File: config.mk
export PLATFORM = sky130hd
export DESIGN_NAME = tt_sweep_ctrl
export DESIGN_NICKNAME = d
export VERILOG_FILES = /design/src/rtl/tt_pkg.sv /design/src/rtl/tt_settle_counter.sv /design/src/rtl/tt_sweep_ctrl.sv
export SDC_FILE = /design/constraint.sdc
export NUM_CORES = 1
export LEC_CHECK = 0
export ABC_AREA = 1
export CAP_MARGIN = 0
export CORE_AREA = 2 2 60 62
export CTS_BUF_LIST = sky130_fd_sc_hd__clkbuf_8 sky130_fd_sc_hd__clkbuf_16
export DETAILED_ROUTE_END_ITERATION = 8
export DIE_AREA = 0 0 62 64
export PLACE_DENSITY_LB_ADDON = 0.25
export REMOVE_ABC_BUFFERS = 1
export SETUP_SLACK_MARGIN = 0.1
export SLEW_MARGIN = 15
export SYNTH_ARGS = -nofsm -noshare
export SYNTH_HDL_FRONTEND = slang
export SYNTH_SLANG_ARGS = --single-unit
export TNS_END_PERCENT = 20
File: constraint.sdc
create_clock -name clk -period 3.4 [get_ports clk]
set_input_delay 0.34 -clock clk [delete_from_list [all_inputs] [get_ports clk]]
set_output_delay 0.34 -clock clk [all_outputs]
set_load 0.005 [all_outputs]
File: src/rtl/tt_pkg.sv
// Shared definitions for the truth-table sweep controller.
//   - FSM state encoding
//   - truth-table geometry (3 inputs, 8 rows)
//   - settle counter width
package tt_pkg;

  localparam int TT_N_IN   = 3;
  localparam int TT_N_ROWS = 8;
  localparam int TT_WAIT_W = 4;

  typedef enum logic [2:0] {
    ST_IDLE   = 3'd0,
    ST_APPLY  = 3'd1,
    ST_WAIT   = 3'd2,
    ST_SAMPLE = 3'd3,
    ST_DONE   = 3'd4
  } tt_state_e;

endpackage

File: src/rtl/tt_settle_counter.sv
// Loadable down-counter with zero flag; times the settle (WAIT) phase.
// Ports:
//   clk_i, rst_i  clock, synchronous active-high reset
//   load_i        load cnt with load_val_i (has priority over dec_i)
//   dec_i         decrement, saturating at zero
//   load_val_i    value loaded on load_i
//   zero_o        count is zero
module tt_settle_counter
  import tt_pkg::*;
(
  input  logic                 clk_i,
  input  logic                 rst_i,
  input  logic                 load_i,
  input  logic                 dec_i,
  input  logic [TT_WAIT_W-1:0] load_val_i,
  output logic                 zero_o
);

  logic [TT_WAIT_W-1:0] cnt_q;

  always_ff @(posedge clk_i) begin
    if (rst_i)                       cnt_q <= '0;
    else if (load_i)                 cnt_q <= load_val_i;
    else if (dec_i && cnt_q != '0)   cnt_q <= cnt_q - 1'b1;
  end

  assign zero_o = (cnt_q == '0);

endmodule

File: src/rtl/tt_sweep_ctrl.sv
// Truth-table sweep controller: on start, drives {a,b,c} through rows
// 000..111, samples s per row into result[row], and compares the vector
// with the expected pattern latched at start.
// Ports:
//   clk, rst         clock, synchronous active-high reset
//   start            sweep request (only honoured in IDLE)
//   expected[7:0]    expected s per row, latched at accepted start
//   tt_a/tt_b/tt_c   row index driven to the datapath (a = MSB)
//   tt_s             datapath output
//   busy             sweep in progress (through the DONE cycle)
//   done             one-cycle completion pulse
//   result[7:0]      sampled s vector
//   pass             result == expected, valid from done until next start
//   fail_idx[2:0]    first mismatching row (only with TT_SWEEP_EARLY_ABORT_EN)
// Build option: define TT_SWEEP_EARLY_ABORT_EN to stop at the first
// mismatching row and report it on fail_idx.
module tt_sweep_ctrl
  import tt_pkg::*;
#(
  parameter int WAIT_CYCLES = 0
) (
  input  logic       clk,
  input  logic       rst,
  input  logic       start,
  input  logic [7:0] expected,
  output logic       tt_a,
  output logic       tt_b,
  output logic       tt_c,
  input  logic       tt_s,
  output logic       busy,
  output logic       done,
  output logic [7:0] result,
  output logic       pass
`ifdef TT_SWEEP_EARLY_ABORT_EN
  ,
  output logic [2:0] fail_idx
`endif
);

  localparam int N_ROWS = TT_N_ROWS;
  localparam logic [TT_N_IN-1:0] LAST_ROW = TT_N_IN'(N_ROWS - 1);
  // WAIT lasts WAIT_CYCLES cycles: loaded with N-1, exits on zero.
  localparam logic [TT_WAIT_W-1:0] WAIT_LOAD =
    (WAIT_CYCLES > 0) ? TT_WAIT_W'(WAIT_CYCLES - 1) : '0;

  tt_state_e           state_q;
  logic [TT_N_IN-1:0]  row_q;
  logic [TT_N_IN-1:0]  tt_q;
  logic [7:0]          exp_q;
  logic [7:0]          result_q;
  logic                pass_q;
  logic                done_q;
  logic                busy_q;
  logic                wait_zero;
  logic [7:0]          smp_vec;

  tt_settle_counter u_settle (
    .clk_i      (clk),
    .rst_i      (rst),
    .load_i     (state_q == ST_APPLY),
    .dec_i      (state_q == ST_WAIT),
    .load_val_i (WAIT_LOAD),
    .zero_o     (wait_zero)
  );

  // Result vector including the current sample; pass on the last row is
  // evaluated from this so the row-7 bit is not lost.
  always_comb begin
    smp_vec         = result_q;
    smp_vec[row_q]  = tt_s;
  end

`ifdef TT_SWEEP_EARLY_ABORT_EN
  logic [2:0] fail_q;
  assign fail_idx = (done_q && !pass_q) ? fail_q : 3'd0;
`endif

  always_ff @(posedge clk) begin
    if (rst) begin
      state_q  <= ST_IDLE;
      row_q    <= '0;
      tt_q     <= '0;
      exp_q    <= '0;
      result_q <= '0;
      pass_q   <= 1'b0;
      done_q   <= 1'b0;
      busy_q   <= 1'b0;
`ifdef TT_SWEEP_EARLY_ABORT_EN
      fail_q   <= '0;
`endif
    end else begin
      done_q <= 1'b0;
      case (state_q)
        ST_IDLE: begin
          if (start) begin
            state_q  <= ST_APPLY;
            row_q    <= '0;
            result_q <= '0;
            exp_q    <= expected;
            pass_q   <= 1'b0;
            busy_q   <= 1'b1;
`ifdef TT_SWEEP_EARLY_ABORT_EN
            fail_q   <= '0;
`endif
          end
        end
        ST_APPLY: begin
          tt_q    <= row_q;
          state_q <= (WAIT_CYCLES > 0) ? ST_WAIT : ST_SAMPLE;
        end
        ST_WAIT: begin
          if (wait_zero) state_q <= ST_SAMPLE;
        end
        ST_SAMPLE: begin
          result_q <= smp_vec;
`ifdef TT_SWEEP_EARLY_ABORT_EN
          if (tt_s != exp_q[row_q]) begin
            state_q <= ST_DONE;
            done_q  <= 1'b1;
            pass_q  <= 1'b0;
            fail_q  <= row_q;
          end else
`endif
          if (row_q == LAST_ROW) begin
            state_q <= ST_DONE;
            done_q  <= 1'b1;
            pass_q  <= (smp_vec == exp_q);
          end else begin
            row_q   <= row_q + 1'b1;
            state_q <= ST_APPLY;
          end
        end
        ST_DONE: begin
          busy_q  <= 1'b0;
          state_q <= ST_IDLE;
        end
        default: state_q <= ST_IDLE;
      endcase
    end
  end

  assign tt_a   = tt_q[2];
  assign tt_b   = tt_q[1];
  assign tt_c   = tt_q[0];
  assign busy   = busy_q;
  assign done   = done_q;
  assign result = result_q;
  assign pass   = pass_q;

endmodule
==> summary.md <==
| Metric | Value |
|---|---|
| Total vias in the final route | `about 1500` |
| Max Clock Skew | `5.46 ps` |
| First-pass GRT wire length | `6260 um` |
| Post-synthesis cell type with the largest combined area | `dfxtp_1` |
| # port buffers | `25` |
| Synth Area in Compound Gates | `13.6%` |
| First element of the critical path | `row_q[1]$_SDFFE_PP0P_` |
| Worst-path maximum fanout | `14` |
| Hold Fails Final Rpt | `0` |
| Total global routing track utilization | `21.2%` |
| Worst slew margin relative to its limit | `64.5%` |
| Clock sink count | `32` |
| Final setup violation count | `0` |
| Slowest stage cell, crit path | `dfxtp_1` |
| Share of layout cells above drive strength 1 | `5.73%` |
| Maximum achievable frequency | `0.559 GHz` |
| Final #Nets | `276` |
| ANT nets after route | `0` |
| Number of violations of the max-capacitance limit | `0` |
| Clock tree from TritonCTS | `yes` |
| Post-synth EDFFs | `0` |
| Largest family of logic cells by synthesized area | `simple AND/OR/NAND/NOR gates` |
| Total CTS buffers | `5` |
| Core area | `3280 um2` |
| Synthesized instance count | `235` |
| Latest clock arrival within the worst-skew pair | `290 ps` |
| DRC viols | `0` |
| Initial cell density of the core | `49.1%` |
| Simple-gate share of the synthesized area | `around a third` |
| Cell Area, Synth | `1610 um2` |
| Power, Total | `0.795 mW` |
| Lkg Pwr | `approximately 0.81 nW` |
| Antenna violations before repair | `0` |
| Critical path capture point | `row_q[1]$_SDFFE_PP0P_` |
| Overflow after GRT | `0` |
| Number of synthesis warnings | `0` |
| Data arrival time of the worst path | `2020 ps` |
| RePlAce Congestion | `0.828` |
| R2R cell count | `8` |
| Cells taking the most area after synthesis | `dfxtp_1 40%, nand2_1 12%, nand3_1 9.9%` |
| Synthesized-area fraction occupied by xor and xnor cells | `less than 1%` |
| VDD IR max | `~0.00024 V` |
| Number of placed cells counting well taps | `300` |
| Die Ht | `64 um` |
| Count of different cell masters after synthesis | `25` |
| Slack of the worst reg-to-reg path | `1610 ps` |
| Share of synthesized area spent on multiplexers | `0%` |
| Startpoint of the lowest-slack register-to-register path | `row_q[1]$_SDFFE_PP0P_` |
| Setup repair after global routing missed its margin | `no` |
| Final routed wire length divided by cell count | `11.5 um` |
| Type of the worst setup path | `flip-flop to flip-flop` |
| Violation count after the first detailed-routing iteration | `72` |
| Pin slew with the least headroom to its limit | `532 ps` |
| Final antenna diode count | `0` |
| Power per cell area | `slightly above 400 nW/um2` |
| CP cell instances | `ha_1, ha_1, nand3_1, nor2_1, inv_1, nand2_1, a22oi_1, nor2_1` |
| Post-Layout Cell Count | `308` |
| Sum of routed wire length over all layers | `3540 um` |
| Signed area change from the synthesized netlist to the final layout | `22.5%` |
| Clock transition at the register clock pins on the worst setup and hold paths after CTS | `60 ps` |
| HPWL after detailed placement | `2420 um` |
| Biggest cell delay along the critical path | `approximately 620 ps` |
| Proportion of synthesized chip area in sequential cells | `39.7%` |
| DIE AREA | `approximately 4000 um2` |
| Top cell type's share of synthesized area | `between 30% and 40%` |
| Worst min path class | `flip-flop to flip-flop` |
| Run status | `complete, no violations` |
| Cts repair resizes | `0` |
| Number of ports placed on the die boundary | `26` |
| Post-synth ARST share | `0%` |
| Number of vias per cell after detailed routing | `4.94` |
| Root Buffer | `clkbuf_8` |
| Number of global-route vias before repair | `1427` |
| Share of the cycle needed by the critical path after routing | `between 50 and 60%` |
| DRT Pass-1 Iters | `4` |
| Flop and latch count out of synthesis | `32` |
| Syn Area/Cell | `around 6.9 um2` |
| FILL cells | `318` |
| Max-slew violations | `0` |
| CTS H-Tree Depth | `2` |
| Die Width | `62 um` |
| Hold-fix buffer count after cts | `0` |
| Worst endpoint required time | `about 3600 ps` |
| Arithmetic-cell share of the synthesized area counting full adders, half adders and majority gates | `under 10%` |
| Critical Path Source Type | `flip-flop` |
| CP endpoint kind | `flip-flop` |
| Period minus WS final | `around 1800 ps` |
| Most frequent cell after synthesis | `nand2_1` |
| Reg-to-Reg End | `row_q[1]$_SDFFE_PP0P_` |
| Hold slack | `roughly 450 ps` |
| Fin Setup TNS | `0 ps` |
| Largest net degree at the start of global routing | `20` |
| Top cells by instance count after synthesis | `51 x nand2_1, 38 x inv_1, 32 x dfxtp_1, 32 x nand3_1, 22 x a21oi_1` |
| Clock buffer depth | `2` |
| Postcts setup bufs | `0` |
| Number of rows in the core area | `21` |
| Main synth FF type | `dfxtp_1` |
[report_power, final]
group / total, mW / switching (mW) / internal [mW]
logic: 0.0948 / 0.0547 / 0.0400
registers: 0.403 / 0.0122 / 0.391
clock network: 0.297 / 0.138 / 0.159
[how the worst min path moves through the flow]
stage                                     from                   end  slack (ps)  depth (start not counted)
after floorplan                            rst     pass$_SDFFE_PP0P_         400                          1
after global placement    tt_q[1]$_SDFFE_PP0P_  tt_q[1]$_SDFFE_PP0P_         430                          2
after detailed placement  tt_q[2]$_SDFFE_PP0P_  tt_q[2]$_SDFFE_PP0P_         440                          2
after CTS                 tt_q[2]$_SDFFE_PP0P_  tt_q[2]$_SDFFE_PP0P_         450                          2
after global routing      tt_q[2]$_SDFFE_PP0P_  tt_q[2]$_SDFFE_PP0P_         470                          2
final                     tt_q[2]$_SDFFE_PP0P_  tt_q[2]$_SDFFE_PP0P_         450                          2
[layer usage]
layer	vias to the layer above	part of all wire [%]	routed length [um]	global-route usage (%)
met3	6	4.9	175	6.68
met1	660	50	1750	29.3
met4	0	1.6	55	7.18
met5	-	0	0	0
li1	818	-	-	-
met2	38	44	1550	30.6
[layout make-up]
type	count	area (um2)	share of cell area (%)
clock buffers	6	82.6	4.18
clock inverters	2	7.51	0.380
repair buffers	26	258	13.0
multi-input cells	157	783	39.6
inverters	39	146	7.41
flip-flops and latches	32	641	32.4
well taps	46	57.6	2.91
[sequential cells by signal, indices dropped and copies added (netlist names)]
register / count
busy: 1
done: 1
exp_q: 8
pass: 1
result: 8
row_q: 3
state_q: 3
tt_q: 3
u_settle.cnt_q: 4
[cell usage in the layout, fill, tap and decap left out]
master / n
a211oi_1: 1
ha_1: 3
nand3_2: 3
o31ai_2: 1
nor3_2: 1
clkbuf_8: 6
a21oi_2: 1
nand2_1: 51
a22oi_1: 2
a21oi_1: 22
nor4_1: 1
nand3_1: 32
nor2_1: 14
nand4_1: 7
nor3b_1: 1
buf_4: 1
nor3_1: 2
nor2_2: 1
inv_1: 40
xor2_1: 1
inv_2: 1
o21ai_0: 13
clkdlybuf4s50_1: 25
dfxtp_1: 32
[critical path, delay by kind of cell (launching register included)]
kind	cells	cell delay [ps]
fa+ha+maj	2	420
simple gates	4	490
compound gates	1	80
flops	1	620
buf+inv	1	120
[kinds of logic (layout without fill, tap and decap cells)]
kind of cell | Yosys count | after routing
flops | 32 | 32
xor+xnor | 1 | 1
fa+ha+maj | 3 | 3
buf+inv | 46 | 73
compound gates | 40 | 40
simple gates | 113 | 113
[metrics by stage]
stage / util (%) / area (um2) / setup slack [ps]
finish: 60.2 / 1980 / 1610
global route: 60.2 / 1980 / 1460
CTS: 60.2 / 1980 / 1640
detailed placement: 57.4 / 1890 / 1570
global placement: 57.4 / 1890 / 1580
floorplan: - / 1570 / 1950
Power figures use the tool's default switching activity.
